===== src/rtl/wb_as_master_bridge.sv =====
// wb_as_master_bridge: Wishbone slave that tunnels each access over the AS byte link
module wb_as_master_bridge #(
  parameter int TIMEOUT   = 1024,
  parameter int TIMEOUT_W = 11
) (
  input  logic        clk,
  input  logic        reset,
  input  logic        wb_cyc_i,
  input  logic        wb_stb_i,
  input  logic        wb_we_i,
  input  logic [15:0] wb_adr_i,
  input  logic [15:0] wb_dat_i,
  output logic [15:0] wb_dat_o,
  output logic        wb_ack_o,
  output logic        wb_err_o,
  output logic [7:0]  as_data_o,
  output logic        as_dstrb_o,
  input  logic        as_busy_i,
  input  logic [7:0]  as_data_i,
  input  logic        as_dstrb_i,
  output logic        as_busy_o,
  output logic [7:0]  resp_o,
  output logic        stray_o
);
  typedef enum logic [2:0] {IDLE, SEND, RTYPE, RDATA, DONE} state_t;
  localparam logic [TIMEOUT_W-1:0] TMO_LAST = TIMEOUT_W'(TIMEOUT == 0 ? 0 : TIMEOUT - 1);
  state_t state_q, state_d;
  logic we_q, we_d;
  logic [15:0] adr_q, adr_d, wdat_q, wdat_d, rdat_q, rdat_d;
  logic [2:0] idx_q, idx_d;
  logic rsel_q, rsel_d;
  logic [TIMEOUT_W-1:0] tmo_q, tmo_d;
  logic [7:0] as_data_q, as_data_d, resp_q, resp_d;
  logic as_dstrb_q, as_dstrb_d, ack_q, ack_d, err_q, err_d, stray_q, stray_d;
  logic tx, rx, last, tmo_hit;
  // Command byte order: opcode, address low/high, then write data low/high
  function automatic logic [7:0] cmd_byte(input logic [2:0] i, input logic we, input logic [15:0] adr,
                                          input logic [15:0] dat);
    return i == 3'd0 ? (we ? 8'h02 : 8'h01) : i == 3'd1 ? adr[7:0] : i == 3'd2 ? adr[15:8] :
           i == 3'd3 ? dat[7:0] : dat[15:8];
  endfunction
  assign as_busy_o  = (state_q == SEND) || (state_q == DONE);
  assign tx         = as_dstrb_q & ~as_busy_i;
  assign rx         = as_dstrb_i & ~as_busy_o;
  assign last       = idx_q == (we_q ? 3'd4 : 3'd2);
  assign tmo_hit    = (TIMEOUT != 0) && (tmo_q == TMO_LAST);
  assign wb_dat_o   = rdat_q;
  assign wb_ack_o   = ack_q;
  assign wb_err_o   = err_q;
  assign as_data_o  = as_data_q;
  assign as_dstrb_o = as_dstrb_q;
  assign resp_o     = resp_q;
  assign stray_o    = stray_q;
  // Next-state logic: serialise the command, then parse the response or time out
  always_comb begin
    state_d    = state_q;
    we_d       = we_q;
    adr_d      = adr_q;
    wdat_d     = wdat_q;
    idx_d      = idx_q;
    rsel_d     = rsel_q;
    tmo_d      = tmo_q;
    as_data_d  = as_data_q;
    as_dstrb_d = as_dstrb_q;
    rdat_d     = rdat_q;
    resp_d     = resp_q;
    ack_d      = 1'b0;
    err_d      = 1'b0;
    stray_d    = 1'b0;
    case (state_q)
      IDLE: begin
        stray_d = rx;
        if (wb_cyc_i & wb_stb_i) begin
          we_d       = wb_we_i;
          adr_d      = wb_adr_i;
          wdat_d     = wb_dat_i;
          idx_d      = 3'd0;
          as_dstrb_d = 1'b1;
          as_data_d  = cmd_byte(3'd0, wb_we_i, wb_adr_i, wb_dat_i);
          state_d    = SEND;
        end
      end
      SEND: begin
        if (tx) begin
          idx_d      = idx_q + 3'd1;
          as_data_d  = last ? as_data_q : cmd_byte(idx_q + 3'd1, we_q, adr_q, wdat_q);
          as_dstrb_d = ~last;
          tmo_d      = '0;
          state_d    = last ? RTYPE : SEND;
        end
      end
      RTYPE: begin
        if (rx) begin
          resp_d  = as_data_i;
          tmo_d   = '0;
          rsel_d  = 1'b0;
          state_d = (as_data_i == 8'h01 && !we_q) ? RDATA : DONE;
          ack_d   = (as_data_i == 8'h01) && we_q;
          err_d   = as_data_i != 8'h01;
        end else if (tmo_hit) begin
          state_d = DONE;
          err_d   = 1'b1;
        end else begin
          tmo_d = tmo_q + 1'b1;
        end
      end
      RDATA: begin
        if (rx) begin
          tmo_d   = '0;
          rsel_d  = 1'b1;
          rdat_d  = rsel_q ? {as_data_i, rdat_q[7:0]} : {rdat_q[15:8], as_data_i};
          state_d = rsel_q ? DONE : RDATA;
          ack_d   = rsel_q;
        end else if (tmo_hit) begin
          state_d = DONE;
          err_d   = 1'b1;
        end else begin
          tmo_d = tmo_q + 1'b1;
        end
      end
      DONE: state_d = IDLE;
      default: state_d = IDLE;
    endcase
  end
  // State and registered outputs; reset aborts any transaction silently
  always_ff @(posedge clk or negedge reset) begin
    if (!reset) begin
      state_q    <= IDLE;
      we_q       <= 1'b0;
      adr_q      <= '0;
      wdat_q     <= '0;
      idx_q      <= '0;
      rsel_q     <= 1'b0;
      tmo_q      <= '0;
      as_data_q  <= '0;
      as_dstrb_q <= 1'b0;
      rdat_q     <= '0;
      resp_q     <= '0;
      ack_q      <= 1'b0;
      err_q      <= 1'b0;
      stray_q    <= 1'b0;
    end else begin
      state_q    <= state_d;
      we_q       <= we_d;
      adr_q      <= adr_d;
      wdat_q     <= wdat_d;
      idx_q      <= idx_d;
      rsel_q     <= rsel_d;
      tmo_q      <= tmo_d;
      as_data_q  <= as_data_d;
      as_dstrb_q <= as_dstrb_d;
      rdat_q     <= rdat_d;
      resp_q     <= resp_d;
      ack_q      <= ack_d;
      err_q      <= err_d;
      stray_q    <= stray_d;
    end
  end
endmodule


===== config.mk =====
export PLATFORM = sky130hd
export DESIGN_NAME = wb_as_master_bridge
export DESIGN_NICKNAME = d
export VERILOG_FILES = /design/src/rtl/wb_as_master_bridge.sv
export SDC_FILE = /design/constraint.sdc
export NUM_CORES = 1
export LEC_CHECK = 0
export ABC_AREA = 0
export CAP_MARGIN = 5
export CORE_ASPECT_RATIO = 1.5
export CORE_UTILIZATION = 40
export CTS_CLUSTER_SIZE = 12
export DETAILED_ROUTE_END_ITERATION = 10
export SYNTH_ARGS = -nofsm -noshare
export SYNTH_HDL_FRONTEND = slang
export SYNTH_SLANG_ARGS = --single-unit
export TNS_END_PERCENT = 100

===== constraint.sdc =====
create_clock -name clk -period 3.64 [get_ports clk]
set_clock_uncertainty 0.05 [all_clocks]
set_input_delay 0.364 -clock clk [delete_from_list [all_inputs] [get_ports clk]]
set_output_delay 0.364 -clock clk [all_outputs]
set_load 0.005 [all_outputs]

# [Word-level counts from Yosys, hierarchy flattened]
# Index checks and enable logic that the tools add are counted.
[classes] eq_ne=17 reduce_logical=19 bitwise=7 n_mux=41 add_sub_neg=2
[op_table] cell="$mux 8" n=7
[op_table] cell="$mux 11" n=3
[op_table] cell="$mux 3" n=10
[op_table] cell="$pmux 11 s2" n=1
[op_table] cell="$pmux 8 s2" n=1
[op_table] cell="$reduce_and 3->1" n=5
[op_table] cell="$eq 3x2->1 const B" n=4
[op_table] cell="$pmux 3 s4" n=1
[op_table] cell="$add 11x1->11 const B" n=1
[op_table] cell="$eq 11x10->1 const B" n=1
[op_table] cell="$mux 1" n=10
[op_table] cell="$ne 2x2->1 const B" n=5
[op_table] cell="$eq 8x1->1 const B" n=1
[op_table] cell="$ne 8x1->1 const B" n=1
[op_table] cell="$pmux 1 s2" n=4
[op_table] cell="$eq 3x1->1 const B" n=2
[op_table] cell="$logic_not 3->1" n=2
[op_table] cell="$mux 2" n=3
[op_table] cell="$pmux 3 s2" n=1
[op_table] cell="$reduce_and 2->1" n=3
[op_table] cell="$reduce_bool 2->1" n=3
[op_table] cell="$not 1->1" n=4
[op_table] cell="$reduce_and 4->1" n=1
[op_table] cell="$add 3x1->3 const B" n=1
[op_table] cell="8 further kinds" n=11
[totals] register_bits=87 out_inout_bits=37 inputBits=47 elab_cells=101

# [Logic depth before layout (Yosys ltp)]
# Gate-level depths: netlist of the first run.
[logic_depth] word_depth=9 depth_mapped=7 depth_no_buf=6

# [Worst setup path before layout of the first run]
# Ideal clock, no wire load.
[synth_path] kind="reg2reg" startpoint="reg idx_q[0]" endpoint="reg as_data_q[0], in the netlist as_data_o[0]" period_less_slack_ns=1.966 setup_slack_ns=1.674 n_path_buf=1 stages_incl_launch_ff=7 arrival_time_ns=1.792 cell_sequence="dfrtp_1 ha_1 ha_1 clkbuf_1 nor2b_1 a221oi_1 o31a_1"
[synth_between] elab_chain_cells=9
[synth_rtl] item="start, declared" line_no="30" rtl="logic [2:0] idx_q, idx_d;"
[synth_rtl] item="start signal, assigned" line_no="147" rtl="idx_q <= idx_d;"
[synth_rtl] item="$add 3x1->3" line_no="86" rtl="as_data_d = last ? as_data_q : cmd_byte(idx_q + 3'd1, we_q, adr_q, wdat_q);"
[synth_rtl] item="$eq 3x2->1" line_no="40" rtl="i == 3'd3 ? dat[7:0] : dat[15:8];"
[synth_rtl] item="$mux 8" line_no="40"
[synth_rtl] item="$mux 8 (3 in series)" line_no="39" rtl="return i == 3'd0 ? (we ? 8'h02 : 8'h01) : i == 3'd1 ? adr[7:0] : i == 3'd2 ? adr[15:8] :"
[synth_rtl] item="$mux 8" line_no="86"
[synth_rtl] item="$mux 8" line_no="84" rtl="if (tx) begin"
[synth_rtl] item="$pmux 8 s2" line_no="70" rtl="case (state_q)"
[synth_rtl] item="end signal, assigned" line_no="150" rtl="as_data_q <= as_data_d;"
[synth_rtl] item="end, declared" line_no="33" rtl="logic [7:0] as_data_q, as_data_d, resp_q, resp_d;"
# Several ways; a longest one is shown, not always the timed one. The select of a mux whose other input is x is not followed.
# A chain may end at the register's enable or synchronous reset.

# [Final worst setup path of the first run]
[layout_path] startpoint="reg state_q[1]" endpoint="reg as_data_q[0], in the netlist as_data_o[0]"
[layout_between] elab_chain_cells=3
[layout_rtl] item="start, declared" line_no="27" rtl="state_t state_q, state_d;"
[layout_rtl] item="start signal, assigned" line_no="143" rtl="state_q <= state_d;"
[layout_rtl] item="$eq 3x1->1 / $logic_not 3->1 (equally long branches)" line_no="70"
[layout_rtl] item="$ne 2x2->1 (no line) / $reduce_bool 2->1 (equally long branches)"
[layout_rtl] item="$reduce_and 4->1 (no line)"
# Several ways; a longest one is shown, not always the timed one.

==> metrics, run 1 <==
outcome complete, but fails checks; failing checks DRC; Tightest Pin Transition 1.10 ns; CTS clk-pin slew, worst paths 0.06 ns; YS warnings 0; Reg2Reg Launch Point state_q[1]$_DFFE_PN0P_; sequential area share after synthesis 52.9%; RD Place Congestion 0.821; via count of the routed design 3308; post-CTS setup buffers 0; Fmax achieved 427 MHz; placement row count 45; post-synthesis xor/xnor area fraction 0.213%; CP Class reg -> reg; CTS tree yes; Worst VDD drop 342 uV; R2R depth 5; crit path capture as_data_o[0]$_DFFE_PN0P_; r2r endpoint as_data_o[0]$_DFFE_PN0P_; PostCTS Resize Cnt 0; Clk network pwr share 23.8%; commonest non-fill, non-tap cell in the layout nand2_1; asr flop ratio synth 100%; normalized max-slew margin 26.6%; setup violators final 0; crit path from state_q[1]$_DFFE_PN0P_; first-pass GRT wire length 16.7 mm; # nets final 539; Sinks on Clock Net 87; Leak 2.41 nW; Area Overhead vs Synth 29.6%; count of state elements after synthesis 87; sequential cell area 0.00218 sq mm; commonest non-fill, non-tap cells in the layout nand2_1 (113), dfrtp_1 (87), clkdlybuf4s50_1 (82); post-route ant nets 0; Chip Width 84.8 um; setup TNS 0 ns; area occupied by multi-input gates 0.00184 sq mm; Tot GR Track Use 20.2%; number of distinct library cells after synthesis 57; fin crit period 2.34 ns; CTS max path bufs 2; Hold WC Path Type in -> async; adder-cell share of the synthesized area 1.82%; Psw 1.29 mW; CP Max Fanout 29; switching part of the total 33.4%; # hold bufs at CTS 0; Post-Synthesis Cell Area 0.00412 sq mm; largest net degree at the start of global routing 88; share of cells above drive strength 1 11.2%; initial antenna violation count 0; vias in the first global route 3358; CP Capture Type register; Main synth FF type dfrtp_1; drt first pass iters 7; max-slew violation count 0; pre-CTS WS 1.22 ns; die height 126 um; power density over the cells 726 mW/mm^2; Iter 0 DRT Violations 126; CTS Buf Count 9; I/O pin count 84; post-detail-place hpwl 7.10 mm; DRC viols 4; Root Driver clkbuf_16; RSZ-0062 raised after global routing false; WL/cell 16.3 um; simple-gate share of the synthesized area 22.1%; largest family of logic cells by synthesized area simple AND/OR/NAND/NOR gates; Critical Path Start Type register; setup slack, reg-to-reg 1.30 ns; mux share of post-synthesis cell area 7.08%; htree depth 3; Via density 5.44; global route overflow 0; sequential power share 40.2%; max_cap viols 0; clock latency on the worst-skew pair 0.34 ns; final hold violations 0; Gate Count Post-Synth 407; Mean Syn Cell Area 10.1 sq um; post-synthesis compound-gate area fraction 13.3%; Comb power frac 36.0%; Post-Route WL 9.93 mm; IO Port Bufs 83; Antenna diodes 0; WHS 0.169 ns; Internal 2.58 mW; final setup margin 1.30 ns; WP data arrival 2.52 ns; initial core utilization 40.8%; Fill cells 921; EDFF count, synth 0; die area 0.0107 sq mm; Synth Net Count 460; area of the core 0.0101 sq mm; Critical Path RT 3.81 ns; final period utilization 64.4%
==> state kept, by name, summed over array words and instances, names as in the netlist, 3 cells and up <==
name / flops
wb_dat_o: 16
idx_q: 3
as_data_o: 8
tmo_q: 11
resp_o: 8
adr_q: 16
state_q: 3
wdat_q: 16
==> kinds of logic after synthesis <==
logic type / count (synthesis)
adder cells (fa/ha/maj): 6
XOR/XNOR: 1
buffers and inverters: 24
AO/OA/AOI/OAI: 77
flip-flops: 87
multiplexers: 26
AND/OR/NAND/NOR: 186
==> area by class of cell <==
class,instances,area share (%)
Sequential cell,87,40.8
Multi-Input combinational cell,296,34.5
Timing Repair Buffer,85,15.8
Clock buffer,10,4.29
Tap cell,117,2.74
Clock inverter,6,1.34
Inverter,7,0.493
==> synth_stat cells (2+ instances only) <==
cell      instances  area, sq um
a22o_1            2         17.5
and4_1            2         17.5
nor3_1            3         15.0
nor2_1           10         37.5
nand4_1           6         37.5
ha_1              6         75.1
nand4b_1          2         17.5
a221oi_1          8         70.1
o41ai_1           3         26.3
o211ai_1          2         15.0
o21ai_0          16         80.1
nor2b_1           8         50.1
a32o_1            6         60.1
nor3b_1           3         22.5
a21oi_1          11         55.1
a211o_1           2         17.5
o31ai_1           5         37.5
and3_1            2         12.5
clkbuf_1         11         41.3
nand3b_1          3         22.5
a21o_1            3         22.5
buf_2             4         20.0
dfrtp_1          87         2180
nand3_1           6         30.0
mux2_2           25          282
a211oi_1          3         22.5
nand2b_1         14         87.6
o21a_1            2         15.0
inv_1             7         26.3
nor2_2            2         12.5
nand2_1         113          424
a31o_2            2         17.5
a31oi_1           4         25.0
==> worst max-delay path, cell delays in order, from the launching register on <==
cell	delay [ns]
dfrtp_1	0.53
or2_1	0.36
or3_1	0.50
buf_4	0.28
o21a_2	0.21
o31a_1	0.30
==> metal layers <==
layer  routed length [um]  global-route usage [%]  vias to the layer above
li1                     -                       -                     1597
met1                 4120                    24.1                     1603
met2                 5180                    35.1                       83
met3                  275                    2.36                       25
met4                  356                    11.3                        0
met5                    0                       0                        -
==> worst min path at each step <==
stage          slack (ns)                   end  cells after the start                 start
2_1_floorplan        0.02  adr_q[0]$_DFFE_PN0P_                      0                 reset
3_3_place_gp         0.40  adr_q[4]$_DFFE_PN0P_                      2  adr_q[4]$_DFFE_PN0P_
3_5_place_dp         0.41  adr_q[3]$_DFFE_PN0P_                      2  adr_q[3]$_DFFE_PN0P_
4_1_cts              0.23  tmo_q[4]$_DFFE_PN0P_                      1                 reset
5_1_grt              0.26  tmo_q[4]$_DFFE_PN0P_                      1                 reset
6_report             0.17  tmo_q[4]$_DFFE_PN0P_                      1                 reset
==> metrics by stage <==
step	instances	power, mW	utilization, %	area (sq um)
after CTS	608	3.92	52.9	5330
after detailed placement	592	2.98	49.9	5030
after floorplan	407	2.33	-	4120
after global placement	592	2.96	49.9	5030
after global routing	608	4.15	52.9	5330
final	608	3.87	52.9	5330
==> power by group through the flow <==
stage | clock [mW] | sequential [mW] | combinational (mW)
floorplan | 0 | 1.50 | 0.821
global placement | 0 | 1.56 | 1.39
detailed placement | 0 | 1.57 | 1.41
CTS | 0.948 | 1.56 | 1.42
global route | 0.982 | 1.60 | 1.56
finish | 0.920 | 1.56 | 1.39
No activity file was read; power rests on OpenSTA's default activity.
==> run 2: changes to the inputs <==
--- a/config.mk
+++ b/config.mk
@@ -11,6 +11,7 @@
 export CORE_UTILIZATION = 40
 export CTS_CLUSTER_SIZE = 12
 export DETAILED_ROUTE_END_ITERATION = 10
+export PLACE_DENSITY = 0.67
 export SYNTH_ARGS = -nofsm -noshare
 export SYNTH_HDL_FRONTEND = slang
 export SYNTH_SLANG_ARGS = --single-unit
==> constraint.sdc (replaced) <==
create_clock -name clk -period 1.95 [get_ports clk]
set_clock_uncertainty 0.05 [all_clocks]
set_input_delay 0.195 -clock clk [delete_from_list [all_inputs] [get_ports clk]]
set_output_delay 0.195 -clock clk [all_outputs]
set_load 0.005 [all_outputs]
==> run 2 against run 1 <==
The run still ends with DRC left. Via count increased by 5.1%. Worst setup slack got worse by 1.2 ns. Cell area increased by 8.0%. Die area unchanged. Register-to-register slack got worse by 1.2 ns. Sequential cell count unchanged. Combinational power increased by 120%. Core utilization increased by 4.2 points. Clock-buffer cell count decreased by 1. Fmax increased by 25%. Routed wire length increased by 3.2%. Critical endpoint unchanged. Largest cell class unchanged. Largest power group is now combinational cells.
==> metrics, run 2 (synthesis gave the netlist of run 1 again) <==
Area Overhead vs Synth 40.0%; Internal 5.12 mW (+98%); Chip Width 84.8 um (unchanged); die height 126 um (unchanged); I/O pin count 84 (unchanged); sequential power share 37.5% (-2.7 points); Fill cells 879 (-4.6%); max-slew violation count 0 (unchanged); via count of the routed design 3478 (+5.1%); switching part of the total 33.4% (-0.055 points); largest net degree at the start of global routing 47 (-47%); power density over the cells 1330 mW/mm^2 (+84%); Hold WC Path Type in -> async; Clk network pwr share 22.5% (-1.3 points); DRC viols 5 (+1); RD Place Congestion 0.881 (+7.3%); Tot GR Track Use 20.4% (+0.22 points); WHS 0.239 ns (+0.0700 ns); setup violators final 0 (unchanged); CP Max Fanout 8 (-72%); initial core utilization 40.8% (unchanged); CP Class reg -> reg; normalized max-slew margin 50.2% (+24 points); vias in the first global route 3557 (+5.9%); Root Driver clkbuf_16; WP data arrival 2.03 ns (-0.49 ns); CP Capture Type register; CTS tree yes; Comb power frac 40.0% (+4.0 points); CTS Buf Count 9 (unchanged); placement row count 45 (unchanged); # nets final 578 (+7.2%); share of cells above drive strength 1 20.2% (+9.0 points); Critical Path Start Type register; clock latency on the worst-skew pair 0.34 ns (about the same); Via density 5.38 (-1.2%); Post-Route WL 10.2 mm (+3.2%); die area 0.0107 sq mm (unchanged); commonest non-fill, non-tap cells in the layout nand2_1 (113), dfrtp_1 (85), clkdlybuf4s50_1 (81); htree depth 3 (unchanged); initial antenna violation count 0 (unchanged); RSZ-0062 raised after global routing false; Antenna diodes 0 (unchanged); Critical Path RT 2.11 ns (-1.70 ns); drt first pass iters 7 (unchanged); Psw 2.56 mW (+98%); commonest non-fill, non-tap cell in the layout nand2_1; Iter 0 DRT Violations 169 (+34%); outcome complete, but fails checks; max_cap viols 0 (unchanged); area of the core 0.0101 sq mm (unchanged); first-pass GRT wire length 16.9 mm (+1.4%); post-route ant nets 0 (unchanged); Leak 2.63 nW (+9.4%); CTS clk-pin slew, worst paths 0.07 ns (about the same); final period utilization 95.8% (+31 points); Fmax achieved 535 MHz (+25%); setup TNS 0 ns (unchanged); Core Util, Final 57.1% (+4.2 points); Sinks on Clock Net 87 (unchanged); global route overflow 0 (unchanged); post-detail-place hpwl 7.53 mm (+6.0%); CTS max path bufs 2 (unchanged); Worst VDD drop 759 uV (+120%); failing checks DRC; fin crit period 1.87 ns (-0.475 ns); IO Port Bufs 83 (unchanged); Tightest Pin Transition 0.747 ns (-0.354 ns); WL/cell 15.8 um (-3.0%); final hold violations 0 (unchanged)
[run 2: changes by cell type in the layout (fill, tap and decap cells not counted), sizes merged]
cell | previous run | this run
buf | 3 | 41
clkbuf | 10 | 9
clkdlybuf4s50 | 82 | 81
clkinv | 3 | 2
dlygate4sd3 | 0 | 1
dlymetal6s2s | 0 | 1
inv | 7 | 9
[run 2: timing repair]
action,CTS,global route
gates cloned,0,0
gates resized for setup,7,10
pin swaps,0,3
setup buffers,1,1
hold buffers,1,0
hold endpoints to repair,19,0
endpoints found under the setup margin,9,13
[run 2: final timing paths]
check	from	to	slack (ns)	cells after the start
max in group asynchronous	reset	wb_dat_o[6]$_DFFE_PN0P_	1.02	3
worst min-delay path	reset	tmo_q[9]$_DFFE_PN0P_	0.24	2
worst max-delay path	state_q[2]$_DFFE_PN0P_	as_data_o[0]$_DFFE_PN0P_	0.08	5
min in group clk	wb_adr_i[13]	adr_q[13]$_DFFE_PN0P_	0.33	3
worst min register to register	adr_q[3]$_DFFE_PN0P_	adr_q[3]$_DFFE_PN0P_	0.42	2
worst max register to register	state_q[2]$_DFFE_PN0P_	as_data_o[0]$_DFFE_PN0P_	0.08	5
[run 2: per-layer routing]
metal  routed length (um)  track usage [%]  vias up
met4                  258             8.77        0
met1                 4030             23.4     1682
met3                  342             3.87       20
met2                 5610             36.7       91
li1                     -                -     1685
met5                    0                0        -
[run 2: worst max-delay path, stage by stage (launching register included)]
cell and delay [ns]:
dfrtp_2 0.41, buf_4 0.16, or2_1 0.23, or3_1 0.38, o21a_2 0.20, o31a_1 0.31
[run 2: power by group through the flow]
stage | Clock, mW | Sequential, mW | Combinational [mW]
2_1_floorplan | 0 | 2.81 | 1.54
3_5_place_dp | 0 | 2.88 | 2.94
3_3_place_gp | 0 | 2.86 | 2.86
5_1_grt | 1.84 | 2.95 | 3.38
6_report | 1.73 | 2.88 | 3.07
4_1_cts | 1.77 | 2.87 | 3.03
[run 2: layout make-up]
type | count | area (sq um) | area share (%)
clock buffer | 9 | 225 | 3.91
clock inverter | 7 | 80.1 | 1.39
inverter | 7 | 26.3 | 0.456
multi-input combinational | 296 | 1900 | 33.0
sequential | 87 | 2180 | 37.8
tap | 117 | 146 | 2.54
timing repair buffer | 124 | 1200 | 20.8
[run 2: per-stage QoR]
step	worst slack (ns)	cells	area, sq um	power (mW)
4_1_cts	0.0110	646	5710	7.67
5_1_grt	0.0124	647	5760	8.17
3_3_place_gp	0.00130	628	5360	5.72
6_report	0.0821	647	5760	7.68
2_1_floorplan	0.0839	407	4120	4.35
3_5_place_dp	-0.0619	628	5360	5.82
